## config.mk

```make
export PLATFORM = sky130hd
export DESIGN_NAME = prog_ram_loader_flat
export DESIGN_NICKNAME = d
export VERILOG_FILES = /design/src/rtl/prog_ram_loader_if.sv /design/src/rtl/prog_ram_loader.sv /design/src/flat_wrapper.sv
export SDC_FILE = /design/constraint.sdc
export NUM_CORES = 1
export LEC_CHECK = 0
export ABC_CLOCK_PERIOD_IN_PS = 2500
export BUFFER_PORTS_ARGS = -buffer_cell sky130_fd_sc_hd__buf_2
export CAP_MARGIN = 0
export CORE_MARGIN = 2
export CORE_UTILIZATION = 25
export DETAILED_ROUTE_END_ITERATION = 12
export GPL_TIMING_DRIVEN = 0
export RECOVER_POWER = 25
export SKIP_LAST_GASP = 1
export SYNTH_ARGS = -nofsm -noshare
export SYNTH_HDL_FRONTEND = slang
export SYNTH_SLANG_ARGS = --single-unit
```

## constraint.sdc

```tcl
create_clock -name clk -period 2.5 [get_ports clk]
set_input_delay 0.5 -clock clk [delete_from_list [all_inputs] [get_ports clk]]
set_output_delay 0.5 -clock clk [all_outputs]
set_load 0.01 [all_outputs]
```

## src/rtl/prog_ram_loader_if.sv

```systemverilog
// Nibble-stream in, program-memory write port out, plus load status.
// master = producer/controller side, slave = the loader.
interface prog_ram_loader_if;
    logic        start;
    logic        in_valid;
    logic [3:0]  in_nib;
    logic        in_ready;
    logic        wr_en;
    logic [3:0]  wr_addr;
    logic [31:0] wr_data;
    logic        done;
    logic [7:0]  nib_sum;

    modport master (
        output start, in_valid, in_nib,
        input  in_ready, wr_en, wr_addr, wr_data, done, nib_sum
    );

    modport slave (
        input  start, in_valid, in_nib,
        output in_ready, wr_en, wr_addr, wr_data, done, nib_sum
    );
endinterface

```

## src/rtl/prog_ram_loader.sv

```systemverilog
// Packs 8 nibbles per 32-bit word and writes NUM_WORDS words to program RAM,
// keeping a running modulo-256 nibble sum for the load.
module prog_ram_loader #(
    parameter int unsigned NUM_WORDS = 4,
    parameter int unsigned ADDR_STEP = 4
) (
    input logic              clk,
    input logic              rst,
    prog_ram_loader_if.slave bus
);
    typedef enum logic [1:0] {IDLE, COLLECT, WRITE, DONE} state_t;

    localparam logic [1:0] LAST_IDX = 2'(NUM_WORDS - 1);

    state_t      state;
    logic [1:0]  word_idx;
    logic [2:0]  nib_cnt;
    logic [31:0] pack;
    logic [31:0] pack_next;
    logic [3:0]  addr_next;
    logic        accept;

    // pack_next already holds the 8th nibble, so WRITE can present it directly
    always_comb begin
        pack_next = pack;
        pack_next[{nib_cnt, 2'b00} +: 4] = bus.in_nib;
        addr_next = 4'(32'(word_idx) * ADDR_STEP);
        accept    = bus.in_valid && bus.in_ready;
    end

    always_ff @(posedge clk or posedge rst) begin
        if (rst) begin
            state        <= IDLE;
            word_idx     <= '0;
            nib_cnt      <= '0;
            pack         <= '0;
            bus.in_ready <= 1'b0;
            bus.wr_en    <= 1'b0;
            bus.wr_addr  <= '0;
            bus.wr_data  <= '0;
            bus.done     <= 1'b0;
            bus.nib_sum  <= '0;
        end else begin
            bus.wr_en <= 1'b0;
            case (state)
                IDLE, DONE: begin
                    if (bus.start) begin
                        state        <= COLLECT;
                        word_idx     <= '0;
                        nib_cnt      <= '0;
                        pack         <= '0;
                        bus.nib_sum  <= '0;
                        bus.in_ready <= 1'b1;
                        bus.done     <= 1'b0;
                    end
                end
                COLLECT: begin
                    if (accept) begin
                        pack        <= pack_next;
                        nib_cnt     <= nib_cnt + 3'd1;
                        bus.nib_sum <= bus.nib_sum + {4'b0000, bus.in_nib};
                        if (nib_cnt == 3'd7) begin
                            state        <= WRITE;
                            bus.in_ready <= 1'b0;
                            bus.wr_en    <= 1'b1;
                            bus.wr_addr  <= addr_next;
                            bus.wr_data  <= pack_next;
                        end
                    end
                end
                WRITE: begin
                    if (word_idx == LAST_IDX) begin
                        state    <= DONE;
                        bus.done <= 1'b1;
                    end else begin
                        word_idx     <= word_idx + 2'd1;
                        state        <= COLLECT;
                        bus.in_ready <= 1'b1;
                    end
                end
                default: state <= IDLE;
            endcase
        end
    end
endmodule

```

## src/flat_wrapper.sv

```systemverilog
// flat-port wrapper written by rule: the top's interface ports become plain ports
module prog_ram_loader_flat 
#(
    parameter int unsigned NUM_WORDS = 4,
    parameter int unsigned ADDR_STEP = 4
)
  (clk, rst, bus_start, bus_in_valid, bus_in_nib, bus_in_ready, bus_wr_en, bus_wr_addr, bus_wr_data, bus_done, bus_nib_sum);
  prog_ram_loader_if bus_i ();
  input logic clk;
  input logic rst;
  input wire logic [$bits(bus_i.start)-1:0] bus_start;
  input wire logic [$bits(bus_i.in_valid)-1:0] bus_in_valid;
  input wire logic [$bits(bus_i.in_nib)-1:0] bus_in_nib;
  output wire logic [$bits(bus_i.in_ready)-1:0] bus_in_ready;
  output wire logic [$bits(bus_i.wr_en)-1:0] bus_wr_en;
  output wire logic [$bits(bus_i.wr_addr)-1:0] bus_wr_addr;
  output wire logic [$bits(bus_i.wr_data)-1:0] bus_wr_data;
  output wire logic [$bits(bus_i.done)-1:0] bus_done;
  output wire logic [$bits(bus_i.nib_sum)-1:0] bus_nib_sum;
  assign bus_i.start = bus_start;
  assign bus_i.in_valid = bus_in_valid;
  assign bus_i.in_nib = bus_in_nib;
  assign bus_in_ready = bus_i.in_ready;
  assign bus_wr_en = bus_i.wr_en;
  assign bus_wr_addr = bus_i.wr_addr;
  assign bus_wr_data = bus_i.wr_data;
  assign bus_done = bus_i.done;
  assign bus_nib_sum = bus_i.nib_sum;
  prog_ram_loader #(.NUM_WORDS(NUM_WORDS), .ADDR_STEP(ADDR_STEP)) u_core (.clk(clk), .rst(rst), .bus(bus_i));
endmodule
```

Word level (Yosys, flattened, before mapping)
Index checks and enable logic that the tools add are counted.

cells by class
  mux-type cells = 29
  eq/ne operators = 10
  reduce and logical (&&, ||, !) cells = 11
  shifts and indexed selects = 2
  add/subtract/negate cells = 4

operator list
  operator                                               count
  two-way mux 32 bit                                     2
  one-hot mux 32 bit (2 select lines)                    1
  bitwise mux 32 bit                                     1
  variable shift 4 x 7 -> 32 bit (first input constant)  1
  variable part select 4 x 7 -> 32 bit                   1
  two-way mux 8 bit                                      2
  one-hot mux 8 bit (2 select lines)                     1
  AND reduction 3 bit                                    5
  two-way mux 2 bit                                      6
  two-way mux 1 bit                                      9
  adder 8 x 4 -> 8 bit                                   1
  negation 5 -> 7 bit                                    1
  == test 2 bit (second input constant)                  3
  two-way mux 3 bit                                      2
  != test 2 x 1 -> 1 bit (second input constant)         3
  one-hot mux 2 bit (3 select lines)                     1
  one-hot mux 3 bit (2 select lines)                     1
  != test 2 bit (second input constant)                  2
  one-hot mux 2 bit (2 select lines)                     1
  AND reduction 4 bit                                    1
  nonzero test 2 bit                                     2
  adder 3 x 1 -> 3 bit (second input constant)           1
  == test 3 bit (second input constant)                  1
  one-hot mux 1 bit (3 select lines)                     1
  other kinds (6)                                        6

storage, ports and cells
  output and inout port bits = 47
  input port bits = 8
  register bits = 84

Longest topological paths before layout
Gate-level depths: netlist (run 1).

  depth after elaboration = 5
  depth in mapped cells = 9

Worst setup path before layout (run 1)
No wires, ideal clock.

  path type = register to register
  start = reg u_core.nib_cnt[0]
  end = reg u_core.pack[16]
  period minus slack after synthesis = 2.272 ns
  data required time = 2.379 ns
  path buffers = 3
  cell stages (with the launch flop) = 10
  path slack = 0.228 ns
  arrival time = 2.151 ns
  path through = dfrtp_1 -> buf_2 -> inv_1 -> ha_1 -> ha_1 -> buf_2 -> and4bb_2 -> buf_2 -> and3_1 -> a22o_1

between the ends
  word-level cells in the longest chain between the ends = 5
  elaborated cells on any way between the ends = 6
  those cells by class = add/sub: 1; shift: 2; mux: 3

RTL lines
  what                                                                                           line                   source
  start, declared                                                                                prog_ram_loader.sv:17  logic [2:0] nib_cnt;
  start signal, assigned                                                                         prog_ram_loader.sv:60  nib_cnt <= nib_cnt + 3'd1;
  negation 5 -> 7 bit *                                                                          prog_ram_loader.sv:26  pack_next[{nib_cnt, 2'b00} +: 4] = bus.in_nib;
  variable part select 4 x 7 -> 32 bit / variable shift 4 x 7 -> 32 bit (equally long branches)  prog_ram_loader.sv:26
  bitwise mux 32 bit *                                                                           prog_ram_loader.sv:26
  two-way mux 32 bit *                                                                           prog_ram_loader.sv:58  if (accept) begin
  one-hot mux 32 bit (2 select lines) *                                                          prog_ram_loader.sv:45  case (state)
  end signal, assigned                                                                           prog_ram_loader.sv:59  pack <= pack_next;
  end, declared                                                                                  prog_ram_loader.sv:18  logic [31:0] pack;

Mark *: on every way between the ends. The rest lies on a longest branch, timed or not. The select of a mux whose other input is x is not followed.
A chain may end at the register's enable or synchronous reset.

Worst setup path after layout (run 1)
  start = reg u_core.nib_cnt[0]
  end = reg u_core.pack[18]

Same word-level chain as after synthesis.

==> results of run 1 <==
==> timing repair <==
item / CTS / global route
endpoints found under the setup margin: 15 / 30
resized for setup: 2 / 3
pin swaps: 1 / 0
setup buffers: 2 / 2
==> per-stage QoR <==
stage / setup slack [ns] / setup TNS [ns] / instance area [sq um] / hold slack (ns)
floorplan: 0.2276 / 0 / 4155 / 0.4644
global placement: -0.02014 / -0.03713 / 4691 / 0.4634
detailed placement: -0.06644 / -0.3396 / 4731 / 0.4621
CTS: 0.007274 / 0 / 5042 / 0.2008
global route: -0.002023 / -0.002300 / 5037 / 0.4968
finish: 0.09038 / 0 / 5037 / 0.4722
==> sequential cells by signal, indices dropped and copies added, names as in the netlist <==
signal	count
u_core.bus.done	1
u_core.bus.wr_en	1
u_core.bus.nib_sum	8
u_core.bus.in_ready	1
u_core.state	2
u_core.bus.wr_addr	2
u_core.bus.wr_data	32
u_core.pack	32
u_core.nib_cnt	3
u_core.word_idx	2
==> final timing paths <==
check                                      startpoint                endpoint
worst min-delay path            u_core.bus.wr_addr[2]   u_core.bus.wr_addr[2]
worst max register to register      u_core.nib_cnt[0]         u_core.pack[18]
max in group asynchronous                         rst         u_core.state[1]
min in group asynchronous                         rst  u_core.bus.wr_data[24]
worst min register to register  u_core.bus.wr_addr[2]   u_core.bus.wr_addr[2]
worst max-delay path                u_core.nib_cnt[0]         u_core.pack[18]
==> layout by cell type (no fill, tap or decap), types with 14 or more instances in the layout <==
cell and n:
a22o_1 32, nor2_1 24, ha_1 15, clkbuf_1 14, buf_2 57, a21oi_1 19, o21ai_0 27, nand2_1 53
mux2i_1 17, dfrtp_1 84
==> cell families after synthesis <==
| family | after synthesis | synth area share (%) |
|---|---|---|
| DFF | 84 | 50.68 |
| and+or+nand+nor | 130 | 16.41 |
| other | 1 | 0.09041 |
| buffers and inverters | 35 | 3.741 |
| xor gates and xnor gates | 2 | 0.4224 |
| muxes | 17 | 4.102 |
| adders and majority gates | 16 | 5.008 |
| AOI/OAI and AO/OA | 115 | 19.55 |
==> power groups by stage <==
stage	combinational (mW)	clock, mW	sequential [mW]
6_report	0.0683	1.30	1.36
5_1_grt	0.0790	1.38	1.36
4_1_cts	0.0779	1.33	1.36
3_5_place_dp	0.0775	0	1.38
3_3_place_gp	0.0673	0	1.38
2_1_floorplan	0.0403	0	1.38
==> layer usage <==
layer  vias to the layer above  global-route usage (%)
li1                       1584                       -
met1                      1640                   16.40
met2                        60                   20.67
met3                        16                   3.218
met4                         0                   4.898
met5                         -                       0
==> layout make-up <==
cell class	instances	area share [%]
repair buffers	58	5.936
flip-flops and latches	84	41.73
plain buffers	24	2.434
well taps	220	5.464
multi-input cells	282	37.90
clock buffers	11	4.620
clock inverters	4	1.018
inverters	11	0.8942
==> worst register-to-register path, cell delays in order, from the launching register on <==
cell and delay [ns]:
dfrtp_1 0.37, buf_6 0.16, inv_1 0.14, ha_1 0.25, ha_1 0.27, clkbuf_4 0.21
and4bb_2 0.25, buf_2 0.17, and3_1 0.24, a22o_1 0.24
==> metrics, run 1 <==
FF+latch count, synth=84; final worst path period share=96.38%; vias in the first global route=3312; I/O Buffers=52; pin count of the biggest net entering global routing=44; DRT Pass-1 Iters=4; Worst-path clk slew=0.06 ns; WL met3=416 um; CTS tree=yes; DRT met1 WL=4963 um; Area Growth Syn to Fin=21.45%; Worst IR Drop VDD=0.2816 mV; Initial Util=25.28%; top post-synthesis cells by count=dfrtp_1, nand2_1, a22o_1, o21ai_0, nor2_1; H-tree depth=3; Pwr Density=540.8 nW/um^2; most frequent cell after synthesis=dfrtp_1; # Max-Cap Violations=0; total chip power=2.724 mW; Clock Skews=0.008535 ns; Final Non-Filler Cells=694; WP buf/inv=4; NetSw=0.5831 mW; cell taking the most area after synthesis=dfrtp_1; R2R cell count=9; register-to-register setup slack=0.09 ns; GRT Residual Overflow=0; DRT antenna net count=0; Worst setup EP type=flop; initial antenna violation count=0; placed cells=675; crit-path cells=buf_6, inv_1, ha_1, ha_1, clkbuf_4, and4bb_2, buf_2, and3_1, a22o_1; Arr. time, crit path=2.64 ns; # DRC=0; first-pass GRT wire length=17550 um; Worst Path Max Fanout=10; n_diodes=0; Core Region=16410 sq um; Final Util=30.70%; Hold Crit Class=reg -> reg; Slew Viols, Final=0; layout net count=494; WP data required=2.73 ns; sw frac=21.40%; overall routing resource usage=12.75%; worst hold stages=2; setup-violating endpoint count in the final report=0; layout cells sized above 1=20.89%; CTS Sinks=84; Cells after Synth=400; Int Power=2.141 mW; area occupied by multi-input gates=1909 sq um; via count=3300; Root Driver=clkbuf_16; Distinct cells, synth=53; Seq pwr share=49.9%; Slew Limit Headroom=30.70%; EDFF count, synth=0; fmax=415.0 MHz; synth top area cells=dfrtp_1, a22o_1, nand2_1; combinational power share=2.5%; Die W=132.8 um; FP Rows=47; leakage=2.489 nW; Skew-Pair Late Insertion Delay=0.35 ns; crit start category=flop; synthesized area=4148 sq um; IO Pins=55; Longest Clk Path Bufs=2; status=finished, final reports clean; Met2 Routed Length=5151 um; Yosys warnings=0; per-cell routed wire length=15.47 um; final hold viol count=0; pin slew with the least headroom to its limit=1.040 ns; Seq. cell area=2102 sq um; CP Class=reg -> reg; initial DRC count=183; async set-reset flop share out of synthesis=100.0%; Die Area=17640 sq um; Crit path max-delay family=buffers and inverters; Via density=4.755; Hold-fix buffers, CTS=0; CTS buffer count=9; Avg Inst Size Synth=10.37 sq um; die height=132.8 um; area share of the largest cell type after synthesis=50.68%; Seq/Total Area, Yosys=50.68%; DR top layer=met4; post-route minimum period=2.410 ns; prevailing post-synth register cell=dfrtp_1; routed wire length=10730 um; Worst path most repeated cell=ha_1; Stages on worst setup path=9; hpwl dp=7858 um; Slowest Stage Delay on Critical Path=0.37 ns; routability cong.=0.8512; fillers=1698; Crit-path slowest cell=dfrtp_1; Clock power frac=47.6%
(Power assumes the default switching activity.)
==> run 2, diff against run 1 <==
- ABC_AREA: unset -> 1
==> metrics, run 2 <==
Worst-path clk slew=0.06 ns (about the same); Initial Util=25.31% (+0.026 points); Cells after Synth=539 (+35%); crit path capture=u_core.bus.wr_data[4]; area share of the largest cell type after synthesis=48.36% (-2.3 points); Arr. time, crit path=2.55 ns (-0.09 ns); Seq pwr share=33.0% (-17 points); FF+latch count, synth=84 (unchanged); status=finished, final reports clean; Die W=135.9 um (+2.3%); total chip power=5.623 mW (+110%); Setup Buffers After CTS=0 (-2); Worst IR Drop VDD=0.4210 mV (+50%); post-synthesis xor/xnor area fraction=0.2015% (-0.22 points); prevailing post-synth register cell=dfrtp_1; CTS buffer count=9 (unchanged); die height=135.9 um (+2.3%); routed wire length=10880 um (+1.4%); R2R cell count=8 (-1); Hold-fix buffers, CTS=0 (unchanged); Int Power=3.368 mW (+57%); crit path launch=u_core.nib_cnt[0]; Root Driver=clkbuf_16; NetSw=2.254 mW (+290%); DRT Pass-1 Iters=4 (unchanged); worst reg2reg endpoint=u_core.bus.wr_data[4]; initial DRC count=219 (+20%); largest family of logic cells by synthesized area=simple AND/OR/NAND/NOR gates; pin count of the biggest net entering global routing=41 (-6.8%); most frequent cell after synthesis=nand2_1; top post-synthesis cells by count=nand2_1, dfrtp_1, inv_1, nand3_1, o21ai_0; CTS tree=yes; IO Pins=55 (unchanged); per-cell routed wire length=13.03 um (-16%); layout net count=629 (+27%); post-route minimum period=2.321 ns (-0.08876 ns); post-route setup TNS=0 ns (unchanged); Core Region=17180 sq um (+4.7%); initial antenna violation count=0 (unchanged); Post-Synth Adder-Cell Area=4.778% (-0.23 points); I/O Buffers=52 (unchanged); Longest Clk Path Bufs=2 (unchanged); most frequent cells in the layout=nand2_1, dfrtp_1, inv_1; via count=3550 (+7.6%); Largest regs=u_core.bus.wr_data: 32 flops, u_core.pack: 32 flops, u_core.bus.nib_sum: 8 flops; DRT antenna net count=0 (unchanged); layout cells sized above 1=15.74% (-5.1 points); leakage=2.910 nW (+17%); vias in the first global route=3347 (+1.1%); pin slew with the least headroom to its limit=1.477 ns (+0.4374 ns); overall routing resource usage=12.45% (-0.30 points); post-synthesis mux area share=0% (-4.1 points); synth top area cells=dfrtp_1, nand2_1, nand3_1; # Max-Cap Violations=0 (unchanged); final hold viol count=0 (unchanged); Hold Crit Class=in -> async; most common cell after layout, fill and taps aside=nand2_1; Worst Path Max Fanout=10 (unchanged); GRT Residual Overflow=0 (unchanged); Die Area=18460 sq um (+4.7%); sw frac=40.09% (+19 points); Worst setup EP type=flop; cell taking the most area after synthesis=dfrtp_1; Distinct cells, synth=30 (-43%); n_diodes=0 (unchanged); register-to-register setup slack=0.18 ns (+0.09 ns); Skew-Pair Late Insertion Delay=0.34 ns (about the same); Clock power frac=27.1% (-21 points); Slew Viols, Final=0 (unchanged); Clock Skews=0.006124 ns (-0.002410 ns); cts repair resizes=0 (-2); crit start category=flop; Area Growth Syn to Fin=20.81%; final worst path period share=92.83% (-3.6 points); Slew Limit Headroom=1.376% (-29 points); RSZ-0062 raised after global routing=no; setup-violating endpoint count in the final report=0 (unchanged); Avg Inst Size Synth=8.064 sq um (-22%); reg-to-reg startpoint=u_core.nib_cnt[0]; synthesized area=4347 sq um (+4.8%); Via density=4.251 (-11%); Seq/Total Area, Yosys=48.36% (-2.3 points); FP Rows=48 (+2.1%); CTS Sinks=84 (unchanged); EDFF count, synth=0 (unchanged); Yosys warnings=0 (unchanged); WP data required=2.73 ns (about the same); Pwr Density=1071 nW/um^2 (+98%); fmax=430.9 MHz (+3.8%); # DRC=0 (unchanged); fillers=1867 (+10%); combinational power share=39.9% (+37 points); hpwl dp=8096 um (+3.0%); CP Class=reg -> reg; H-tree depth=3 (unchanged); Min Hold Slack=0.1966 ns (-0.2756 ns); routability cong.=0.8157 (-4.2%); Post-Synth Simple-Gate Area=26.91% (+11 points); async set-reset flop share out of synthesis=100.0% (unchanged); first-pass GRT wire length=17770 um (+1.3%); complex-gate fraction of the synthesized area=9.816% (-9.7 points)
## run 2: changes by cell type after synthesis, moves of 14 or more
cell	previous run	this run
a21oi_1	19	5
a22o_1	32	2
inv_1	10	80
mux2i_1	17	0
nand2_1	53	164
nand3_1	11	63
o21bai_1	1	16
## run 2: kinds of logic after synthesis
kind of cell,after synthesis
adders and majority gates,16
buffers and inverters,103
DFF,84
and+or+nand+nor,264
AOI/OAI and AO/OA,70
xor gates and xnor gates,1
other,1
## run 2: final cells by class
type,instances,area (sq um),share of cell area (%)
Sequential cell,84,2102,40.03
Multi-Input combinational cell,353,1821,34.67
Inverter,85,322.8,6.147
Tap cell,225,281.5,5.361
Timing Repair Buffer,54,277.8,5.289
Clock buffer,9,225.2,4.289
Clock inverter,7,115.1,2.192
Buffer,18,106.4,2.025
## run 2: per-layer routing
metal	GRT usage [%]	vias up	share of wire [%]
met5	0	-	0
li1	-	1841	-
met3	3.803	7	4.2
met2	19.75	44	46
met4	2.604	0	0.85
met1	16.80	1658	49
## run 2: per-stage QoR
stage / setup WS [ns] / util [%] / cells / cell area (sq um)
final: 0.1791 / 30.57 / 835 / 5251
after CTS: 0.1451 / 30.72 / 835 / 5276
after global routing: 0.02641 / 30.57 / 835 / 5251
after detailed placement: 0.1708 / 28.74 / 819 / 4936
after global placement: 0.1559 / 28.50 / 817 / 4896
after floorplan: 0.5843 / - / 540 / 4354
## run 2: worst min path at each step
stage / slack (ns) / cells after the start / end
floorplan: 0.45 / 2 / u_core.pack[10]
CTS: 0.15 / 2 / u_core.pack[16]
global placement: 0.45 / 2 / u_core.bus.wr_addr[3]
finish: 0.20 / 2 / u_core.pack[16]
global route: 0.23 / 2 / u_core.bus.wr_data[12]
detailed placement: 0.45 / 2 / u_core.bus.wr_addr[3]
## run 2: power by group through the flow
| stage | Sequential [mW] | Combinational, mW | Clock (mW) |
|---|---|---|---|
| 2_1_floorplan | 1.88 | 1.65 | 0 |
| 3_3_place_gp | 1.87 | 2.22 | 0 |
| 3_5_place_dp | 1.88 | 2.26 | 0 |
| 4_1_cts | 1.86 | 2.27 | 1.56 |
| 5_1_grt | 1.90 | 2.57 | 1.62 |
| 6_report | 1.85 | 2.24 | 1.53 |
## run 2: critical path, cell delays in order, from the launching register on
cell	delay, ns
dfrtp_1	0.55
ha_1	0.37
ha_1	0.26
nand2_1	0.10
nor2_4	0.23
inv_2	0.12
clkbuf_1	0.35
nand2_1	0.17
nand2_1	0.06
